**config.mk**
```make
export PLATFORM = sky130hd
export DESIGN_NAME = seq_pattern_tx_flat
export DESIGN_NICKNAME = d
export VERILOG_FILES = /design/src/rtl/seq_pattern_tx_if.sv /design/src/rtl/seq_pattern_tx.sv /design/src/flat_wrapper.sv
export SDC_FILE = /design/constraint.sdc
export NUM_CORES = 1
export LEC_CHECK = 0
export ABC_CLOCK_PERIOD_IN_PS = 4200
export CORE_MARGIN = 5
export CORE_UTILIZATION = 40
export CTS_BUF_LIST = sky130_fd_sc_hd__clkbuf_8
export CTS_CLUSTER_SIZE = 20
export DETAILED_ROUTE_END_ITERATION = 12
export MAX_ROUTING_LAYER = met4
export RECOVER_POWER = 25
export SLEW_MARGIN = 20
export SYNTH_ARGS = -nofsm -noshare
export SYNTH_HDL_FRONTEND = slang
export SYNTH_SLANG_ARGS = --single-unit
```
**constraint.sdc**
```tcl
create_clock -name clk -period 4.2 [get_ports clk]
set_input_delay 0.42 -clock clk [delete_from_list [all_inputs] [get_ports clk]]
set_output_delay 0.42 -clock clk [all_outputs]
set_load 0.05 [all_outputs]
```
**src/rtl/seq_pattern_tx_if.sv**
```systemverilog
// Handshake and serial-output bundle of seq_pattern_tx.
// The master side drives start/pattern/reps; the slave side is the transmitter.
interface seq_pattern_tx_if #(
  parameter int PAT_W = 4,
  parameter int REP_W = 4
);
  logic             start;
  logic [PAT_W-1:0] pattern;
  logic [REP_W-1:0] reps;
  logic             ready;
  logic             out_bit;
  logic             bit_valid;
  logic             busy;
  logic             done;

  modport master (
    output start, pattern, reps,
    input  ready, out_bit, bit_valid, busy, done
  );

  modport slave (
    input  start, pattern, reps,
    output ready, out_bit, bit_valid, busy, done
  );
endinterface

```
**src/rtl/seq_pattern_tx.sv**
```systemverilog
// Serial pattern transmitter: MSB-first, repeated reps times with GAP idle cycles between copies.
// Define SEQ_PARITY_EN to append an even-parity bit after every copy of the pattern.
module seq_pattern_tx #(
  parameter int PAT_W = 4,
  parameter int REP_W = 4,
  parameter int GAP   = 0
) (
  input  logic            clk,
  input  logic            rst,
  seq_pattern_tx_if.slave bus
);
  typedef enum logic [1:0] {S_IDLE, S_SEND, S_GAP, S_DONE} state_t;

  localparam int IW = (PAT_W > 1) ? $clog2(PAT_W) : 1;
  localparam int GW = (GAP > 1) ? $clog2(GAP) : 1;

  state_t           state_q, state_d;
  logic [PAT_W-1:0] pat_q, pat_d;
  logic [PAT_W-1:0] shreg_q, shreg_d;
  logic [IW-1:0]    bit_idx_q, bit_idx_d;
  logic [REP_W-1:0] rep_cnt_q, rep_cnt_d;
  logic [GW-1:0]    gap_cnt_q, gap_cnt_d;
  logic             last_bit;
`ifdef SEQ_PARITY_EN
  logic             par_q, par_d;
`endif

  logic ready_q, ready_d;
  logic out_bit_q, out_bit_d;
  logic bit_valid_q, bit_valid_d;
  logic busy_q, busy_d;
  logic done_q, done_d;

  always_ff @(posedge clk) begin
    if (rst) begin
      state_q     <= S_IDLE;
      pat_q       <= '0;
      shreg_q     <= '0;
      bit_idx_q   <= '0;
      rep_cnt_q   <= '0;
      gap_cnt_q   <= '0;
`ifdef SEQ_PARITY_EN
      par_q       <= 1'b0;
`endif
      ready_q     <= 1'b1;
      out_bit_q   <= 1'b0;
      bit_valid_q <= 1'b0;
      busy_q      <= 1'b0;
      done_q      <= 1'b0;
    end else begin
      state_q     <= state_d;
      pat_q       <= pat_d;
      shreg_q     <= shreg_d;
      bit_idx_q   <= bit_idx_d;
      rep_cnt_q   <= rep_cnt_d;
      gap_cnt_q   <= gap_cnt_d;
`ifdef SEQ_PARITY_EN
      par_q       <= par_d;
`endif
      ready_q     <= ready_d;
      out_bit_q   <= out_bit_d;
      bit_valid_q <= bit_valid_d;
      busy_q      <= busy_d;
      done_q      <= done_d;
    end
  end

  // The bit currently on the line is the one this cycle ends; with parity that is the parity slot.
`ifdef SEQ_PARITY_EN
  assign last_bit = par_q;
`else
  assign last_bit = (bit_idx_q == '0);
`endif

  always_comb begin
    state_d   = state_q;
    pat_d     = pat_q;
    shreg_d   = shreg_q;
    bit_idx_d = bit_idx_q;
    rep_cnt_d = rep_cnt_q;
    gap_cnt_d = gap_cnt_q;
`ifdef SEQ_PARITY_EN
    par_d     = par_q;
`endif
    case (state_q)
      S_IDLE: begin
        if (bus.start) begin
          pat_d     = bus.pattern;
          shreg_d   = bus.pattern;
          bit_idx_d = IW'(PAT_W - 1);
          rep_cnt_d = (bus.reps == '0) ? REP_W'(1) : bus.reps;
`ifdef SEQ_PARITY_EN
          par_d     = 1'b0;
`endif
          state_d   = S_SEND;
        end
      end
      S_SEND: begin
        if (last_bit) begin
`ifdef SEQ_PARITY_EN
          par_d = 1'b0;
`endif
          if (rep_cnt_q > REP_W'(1)) begin
            // Reload from the captured copy so later pattern input changes cannot leak in.
            rep_cnt_d = rep_cnt_q - REP_W'(1);
            shreg_d   = pat_q;
            bit_idx_d = IW'(PAT_W - 1);
            if (GAP > 0) begin
              state_d   = S_GAP;
              gap_cnt_d = GW'(GAP - 1);
            end
          end else begin
            state_d = S_DONE;
          end
        end
`ifdef SEQ_PARITY_EN
        else if (bit_idx_q == '0) begin
          par_d = 1'b1;
        end
`endif
        else begin
          shreg_d   = shreg_q << 1;
          bit_idx_d = bit_idx_q - IW'(1);
        end
      end
      S_GAP: begin
        if (gap_cnt_q == '0) begin
          state_d = S_SEND;
        end else begin
          gap_cnt_d = gap_cnt_q - GW'(1);
        end
      end
      S_DONE:  state_d = S_IDLE;
      default: state_d = S_IDLE;
    endcase
  end

  // Outputs are decoded from the next state and registered, so the first bit follows the accept edge.
  always_comb begin
    ready_d     = (state_d == S_IDLE);
    busy_d      = (state_d == S_SEND) || (state_d == S_GAP);
    done_d      = (state_d == S_DONE);
    bit_valid_d = (state_d == S_SEND);
    out_bit_d   = 1'b0;
    if (state_d == S_SEND) begin
      out_bit_d = shreg_d[PAT_W-1];
`ifdef SEQ_PARITY_EN
      if (par_d) out_bit_d = ^pat_d;
`endif
    end
  end

  assign bus.ready     = ready_q;
  assign bus.out_bit   = out_bit_q;
  assign bus.bit_valid = bit_valid_q;
  assign bus.busy      = busy_q;
  assign bus.done      = done_q;
endmodule

```
**src/flat_wrapper.sv**
```systemverilog
// flat-port wrapper written by rule: the top's interface ports become plain ports
module seq_pattern_tx_flat 
#(
  parameter int PAT_W = 4,
  parameter int REP_W = 4,
  parameter int GAP   = 0
)
  (clk, rst, bus_start, bus_pattern, bus_reps, bus_ready, bus_out_bit, bus_bit_valid, bus_busy, bus_done);
  seq_pattern_tx_if #(.PAT_W(PAT_W), .REP_W(REP_W)) bus_i ();
  input  logic clk;
  input  logic rst;
  input wire logic [$bits(bus_i.start)-1:0] bus_start;
  input wire logic [$bits(bus_i.pattern)-1:0] bus_pattern;
  input wire logic [$bits(bus_i.reps)-1:0] bus_reps;
  output wire logic [$bits(bus_i.ready)-1:0] bus_ready;
  output wire logic [$bits(bus_i.out_bit)-1:0] bus_out_bit;
  output wire logic [$bits(bus_i.bit_valid)-1:0] bus_bit_valid;
  output wire logic [$bits(bus_i.busy)-1:0] bus_busy;
  output wire logic [$bits(bus_i.done)-1:0] bus_done;
  assign bus_i.start = bus_start;
  assign bus_i.pattern = bus_pattern;
  assign bus_i.reps = bus_reps;
  assign bus_ready = bus_i.ready;
  assign bus_out_bit = bus_i.out_bit;
  assign bus_bit_valid = bus_i.bit_valid;
  assign bus_busy = bus_i.busy;
  assign bus_done = bus_i.done;
  seq_pattern_tx #(.PAT_W(PAT_W), .REP_W(REP_W), .GAP(GAP)) u_core (.clk(clk), .rst(rst), .bus(bus_i));
endmodule
```
# Yosys cells after proc, flatten, opt, wreduce, memory -nomap -nowiden
# Index checks and enable logic that the tools add are counted.
[totals]
ff_bits = 22
out_inout_bits = 5
elab_cells = 56
input_bits = 11
[classes]
reduce_logical = 10
muxes = 19
addsub = 3
order_cmp = 1
n_eq_ne = 10
n_bitwise = 1
[ops]
columns = ["cell", "count"]
rows = [
  ["two-way mux 4 bit", 7],
  ["one-hot mux 4 bit (2 select lines)", 2],
  ["two-way mux 2 bit", 7],
  ["equality test 2 bit, second input constant", 4],
  ["one-hot mux 2 bit (4 select lines)", 1],
  ["logical NOT 2 bit", 3],
  ["equality test 2 x 1 -> 1 bit, second input constant", 2],
  ["> comparator 4 x 1 -> 1 bit, second input constant", 1],
  ["logical NOT 4 bit", 1],
  ["!= test 2 x 1 -> 1 bit, second input constant", 2],
  ["one-hot mux 2 bit (2 select lines)", 1],
  ["AND reduction 4 bit", 1],
  ["subtractor 4 x 1 -> 4 bit, second input constant", 1],
  ["!= test 3 bit, second input constant", 1],
  ["AND reduction 3 bit", 1],
  ["!= test 2 bit, second input constant", 1],
  ["AND reduction 2 bit", 1],
  ["nonzero test 2 bit", 1],
  ["OR reduction 2 bit", 1],
  ["subtractor 2 x 1 -> 2 bit, second input constant", 1],
  ["logical OR 1 bit", 1],
  ["two-way mux 1 bit", 1],
  ["inverter 1 bit", 1],
  ["subtractor 1 bit, second input constant", 1],
]

# Depth between registers and ports, before layout
[logic_depth]
ltp_word = 7
depth_mapped = 9
depth_no_buf = 8

# Worst setup path before layout
# Ideal clock, no wire load.
[synth_timing]
path_type = "reg2reg"
start = "reg u_core.state_q[1]"
end = "reg u_core.out_bit_q, in the netlist u_core.bus.out_bit"
path_slack_ps = 2503
n_path_buf = 1
arrival_time_ps = 1569
period_less_slack_ps = 1697
setup_time_ps = 128
path_stages_with_launch = 10
cell_sequence = "dfxtp_1 inv_1 ha_1 buf_6 or2b_1 o22ai_1 inv_1 ha_1 nor2b_1 nor2b_1"
[synth_via]
word_cells_on_any_way = 13
cone_classes = "eq/ne (4); mux (6); bitwise (1); reduce/logical (2)"
[synth_rtl]
columns = ["item", "line_no", "source"]
rows = [
  ["start, declared", "seq_pattern_tx.sv:17", "state_t state_q, state_d;"],
  ["start signal, assigned", "seq_pattern_tx.sv:51", "state_q <= state_d;"],
  ["equality test 2 bit, or another cell as far along", "seq_pattern_tx.sv:85", "case (state_q)"],
  ["one-hot mux 2 bit (4 select lines) (*)", "seq_pattern_tx.sv:85", ""],
  ["named net u_core.state_d[0]", "seq_pattern_tx.sv:17", ""],
  ["equality test 2 x 1 -> 1 bit (*)", "n/a", ""],
  ["named net u_core.bit_valid_d", "seq_pattern_tx.sv:30", "logic bit_valid_q, bit_valid_d;"],
  ["inverter 1 bit (no source line) (*)", "n/a", ""],
  ["OR reduction 2 bit (no source line) (*)", "n/a", ""],
  ["end signal, assigned", "seq_pattern_tx.sv:61", "out_bit_q <= out_bit_d;"],
  ["end, declared", "seq_pattern_tx.sv:29", "logic out_bit_q, out_bit_d;"],
]
# The timed path passes the listed nets; every way through them passes the cells marked *.
# A chain may end at the register's enable or synchronous reset.

# Worst setup path after layout
[layout_timing]
start = "reg u_core.state_q[1]"
end = "reg u_core.out_bit_q, in the netlist u_core.bus.out_bit"
[layout_via]
elab_chain_cells = 6
word_cells_on_any_way = 13
cone_classes = "eq/ne (4); mux (6); bitwise (1); reduce/logical (2)"
[layout_rtl]
columns = ["item", "line_no", "source"]
rows = [
  ["two-way mux 2 bit", "seq_pattern_tx.sv:103", "if (rep_cnt_q > REP_W'(1)) begin"],
  ["two-way mux 2 bit", "seq_pattern_tx.sv:99", "if (last_bit) begin"],
  ["one-hot mux 2 bit (4 select lines) (*)", "seq_pattern_tx.sv:85", ""],
  ["equality test 2 x 1 -> 1 bit (*)", "n/a", ""],
  ["named net u_core.bit_valid_d", "seq_pattern_tx.sv:30", ""],
  ["inverter 1 bit (no source line) (*)", "n/a", ""],
  ["OR reduction 2 bit (no source line) (*)", "n/a", ""],
]
# Marks and branches as above.

==> out/results.md <==
| Group | Item | This run |
|:---|:---|:---|
| status | Status | finished, final reports clean |
| synthesis | Flip-flop cell with the highest count after synthesis | dfxtp_1 |
| sta | Count of endpoints failing hold in the final timing report | 0 |
| synthesis | Syn Area/Cell | 8.60 um^2 |
| cts | TritonCTS buffer count | 3 |
| layout | Nets | 152 |
| pwr | Combinational cell fraction of total power | 36.3% |
| synthesis | Combinational family with the most area after synthesis | compound AO/OA/AOI/OAI gates |
| detailed routing | First-pass iteration count of the detailed router | 4 |
| cts | Largest buffer count on any clock path | 2 |
| layout | Area growth, synth to finish | 19.6% |
| sta | Number of pins with negative max-slew slack in the final report | 0 |
| sta | Final setup skew | 0.00368 ns |
| synthesis | Post-synthesis adder-cell area fraction | 7.27% |
| placement | Final GP Congestion | 0.783 |
| synthesis | Share of synthesized area spent on multiplexers | 2.06% |
| synthesis | Number of storage elements in the synthesis netlist | 21 |
| job | Max capacitance violation total | 0 |
| setup path | Max FO, Critical Path | 11 |
| detailed routing | Wire length per cell | 13.0 um |
| synthesis | Sequential area share after synthesis | 40.7% |
| synthesis | Mapped Nets | 137 |
| cts | Clock insertion delay at the later pin of the skew report | 0.26 ns |
| floorplanning | Total number of placement rows | 18 |
| pwr | Part of the total power dissipated in sequential elements | 41.5% |
| global route | Grt total ovfl | 0 |
| cts | Clock root cell | clkbuf_8 |
| cts | Post-cts repair resize count | 0 |
| pwr | Pint | 0.380 mW |
| synthesis | Basic-gate share of the synthesized area counting and, or, nand and nor cells | 20.4% |
| detailed routing | Vias after detailed routing | 855 |
| sta | Transition time at the pin with the least slew margin | 0.743 ns |
| detailed routing | Antenna violation net count after detailed routing | 0 |
| setup path | Capturing element type of the critical path | flop |
| cts | Clock tree from TritonCTS | yes |
| sta | Final clock period utilization by the worst path | 48.8% |
| global route | Vias in the first global route | 870 |
| sta | Max-slew headroom at the worst pin | 50.3% |
| setup path | Worst setup path class | flop to flop |
| setup path | Arrival time at the worst endpoint | 2.19 ns |
| global route | Largest net degree at the start of global routing | 22 |
| sta | Setup TNS | 0 ns |
| synthesis | Top post-synthesis cells by area | dfxtp_1, ha_1, nor2_1 |
| cts | Num Clock Sinks | 21 |
| sta | Setup repair after global routing missed its margin | false |
| layout | Antenna diode count | 0 |
| pwr | Power Dens Cells | 481 nW/um^2 |
| setup path | Slowest library cell on the worst path | ha_1 |
| floorplanning | Starting utilization of the core area | 41.7% |
| placement | Count of buffers from port buffering | 15 |
| setup path | Slowest Stage Delay on Critical Path | 0.43 ns |
| synthesis | Post-synthesis instance area | 1030 um^2 |
| detailed routing | Via-to-Cell Ratio | 5.21 |
| global route | Global Route Usage Sum | 14.0% |
| floorplanning | Top Ports | 16 |
| floorplanning | Die outline height | 60.8 um |
| cts | Clock slew seen by the registers of the worst setup and hold paths | 0.08 ns |
| synthesis | Post-Synthesis Cells | 120 |
| synthesis | Portion of synthesized cell area occupied by the leading cell type | 40.7% |
| layout | Final standard cell utilization of the core | 49.8% |
| cts | Number of setup buffers added after CTS | 0 |
| floorplanning | CORE AREA | 2480 um^2 |
| synthesis | Warnings from Yosys | 0 |
| pwr | Switching Share | 36.0% |
| global route | Global-route wire length before repair | 3770 um |
| pwr | Share of power burned in the clock network | 22.2% |
| layout | Number of filler cells placed in the layout | 246 |
| pwr | LEAKAGE | 0.455 nW |
| floorplanning | Chip Width | 60.8 um |
| detailed routing | Iteration-0 DRC Markers | 39 |
| pwr | Worst IR Drop VDD | 296 uV |
| setup path | Data required time of the worst path | 4.34 ns |
| synthesis | Most area-hungry cell type in the Yosys netlist | dfxtp_1 |
| worst hold path | Hold crit path type | flop to flop |
| synthesis | Compound-gate portion of the synthesized area | 23.3% |
| synthesis | Count of cell types in the netlist | 32 |
| floorplanning | Die Area | 3700 um^2 |
| cts | H-tree lvl count | 1 |
| setup path | Critical path launch point type | flop |
| synthesis | Count of flip-flops with a built-in enable after synthesis | 0 |
| placement | Post-detail-place hpwl | 1620 um |
| synthesis | Xor/xnor share of the synthesized area | 0% |
| detailed routing | DRC errors left | 0 |
| synthesis | Fraction of registers with async set or reset after synthesis | 0% |
| pwr | Net switching power | 0.214 mW |
| global route | Initial antenna violation count | 0 |
| sta | Setup-violating endpoint count in the final report | 0 |
| layout | Fraction of final layout cells sized beyond drive strength 1 | 4.48% |
| sta | Final min period | 2.05 ns |
| detailed routing | Total Routed Length | 2140 um |
| cts | Cts-stage hold buffer count | 0 |
| sta | Fmax | 488 MHz |
| setup path | Crit path cell chain | inv_1, ha_1, nand2_1, nor4b_1, nor2_1, ha_1, nor2b_1, nor2b_1 |
[sequential cells by signal, indices dropped and copies added (netlist names)]
name	count
u_core.pat_q	4
u_core.rep_cnt_q	4
u_core.shreg_q	4
u_core.bit_idx_q	2
u_core.state_q	2
u_core.bus.bit_valid	1
u_core.bus.busy	1
u_core.bus.done	1
u_core.bus.out_bit	1
u_core.bus.ready	1
[final timing paths]
| check | slack [ns] | cells past startpoint | to | from |
|---|---|---|---|---|
| max | 2.15 | 8 | u_core.bus.out_bit | u_core.state_q[1] |
| min | 0.46 | 2 | u_core.pat_q[0] | u_core.pat_q[0] |
| max reg2reg | 2.15 | 8 | u_core.bus.out_bit | u_core.state_q[1] |
| min reg2reg | 0.46 | 2 | u_core.pat_q[0] | u_core.pat_q[0] |
[worst max-delay path, delay by kind of cell (launching register included)]
| kind | cells | cell delay, ns |
|---|---|---|
| adder cells (fa/ha/maj) | 2 | 0.64 |
| buffers and inverters | 1 | 0.08 |
| flip-flops | 1 | 0.30 |
| AND/OR/NAND/NOR | 5 | 0.92 |
[logic make-up (layout without fill, tap and decap cells)]
kind of cell / count (synthesis) / in the layout
AOI/OAI and AO/OA: 32 / 32
adders and majority gates: 6 / 6
buffers and inverters: 14 / 28
DFF: 21 / 21
muxes: 2 / 2
and+or+nand+nor: 45 / 45
[per-layer routing]
layer	GRT usage, %	up-vias	routed length [um]
met1	18.5	390	1070
met4	5.57	0	31
met3	2.55	4	54
met2	21.1	9	982
li1	-	452	-
met5	-	-	0
[Yosys cell counts, types with 2 or more instances]
| cell type | number |
|---|---|
| nor3_1 | 4 |
| o21ai_0 | 5 |
| clkbuf_1 | 2 |
| a211oi_1 | 3 |
| nand2_1 | 11 |
| nand2b_1 | 4 |
| a311oi_1 | 4 |
| inv_1 | 9 |
| dfxtp_1 | 21 |
| nor2_1 | 15 |
| nand3_1 | 4 |
| nor2b_1 | 4 |
| a21oi_1 | 8 |
| ha_1 | 6 |
| a21boi_0 | 3 |
[cell type report]
type	count	area, um^2	area share [%]
multi-input combinational	85	547	44.3
sequential	21	420	34.0
timing repair buffer	15	150	12.2
clock buffer	3	41.3	3.34
tap	30	37.5	3.04
inverter	9	33.8	2.74
clock inverter	1	5.00	0.405
[power groups by stage]
stage	Clock [mW]	Combinational, mW	Sequential (mW)
after detailed placement	0	0.217	0.251
after global placement	0	0.216	0.251
final	0.132	0.216	0.247
after floorplan	0	0.142	0.273
after global routing	0.145	0.245	0.251
after CTS	0.136	0.218	0.246
[placed cells by master (no fill, tap or decap), types with 3 or more instances in the layout]
master | netlist | layout
a211oi_1 | 3 | 3
a21boi_0 | 3 | 3
a21oi_1 | 8 | 8
a311oi_1 | 4 | 4
clkbuf_8 | 0 | 3
clkdlybuf4s50_1 | 0 | 14
dfxtp_1 | 21 | 21
ha_1 | 6 | 6
inv_1 | 9 | 9
nand2_1 | 11 | 11
nand2b_1 | 4 | 4
nand3_1 | 4 | 4
nor2_1 | 15 | 15
nor2b_1 | 4 | 4
nor3_1 | 4 | 4
o21ai_0 | 5 | 5
[metrics by stage]
step                std cells  setup WS [ns]  power, mW  cell area (um^2)  hold slack, ns
floorplan                 120           2.50      0.415              1030           0.436
global placement          160           2.10      0.466              1190           0.443
detailed placement        160           2.02      0.468              1190           0.447
CTS                       164           2.12      0.600              1230           0.457
global route              164           1.93      0.640              1230           0.488
finish                    164           2.15      0.595              1230           0.456
Note: power is estimated with default switching activity, not from simulation.
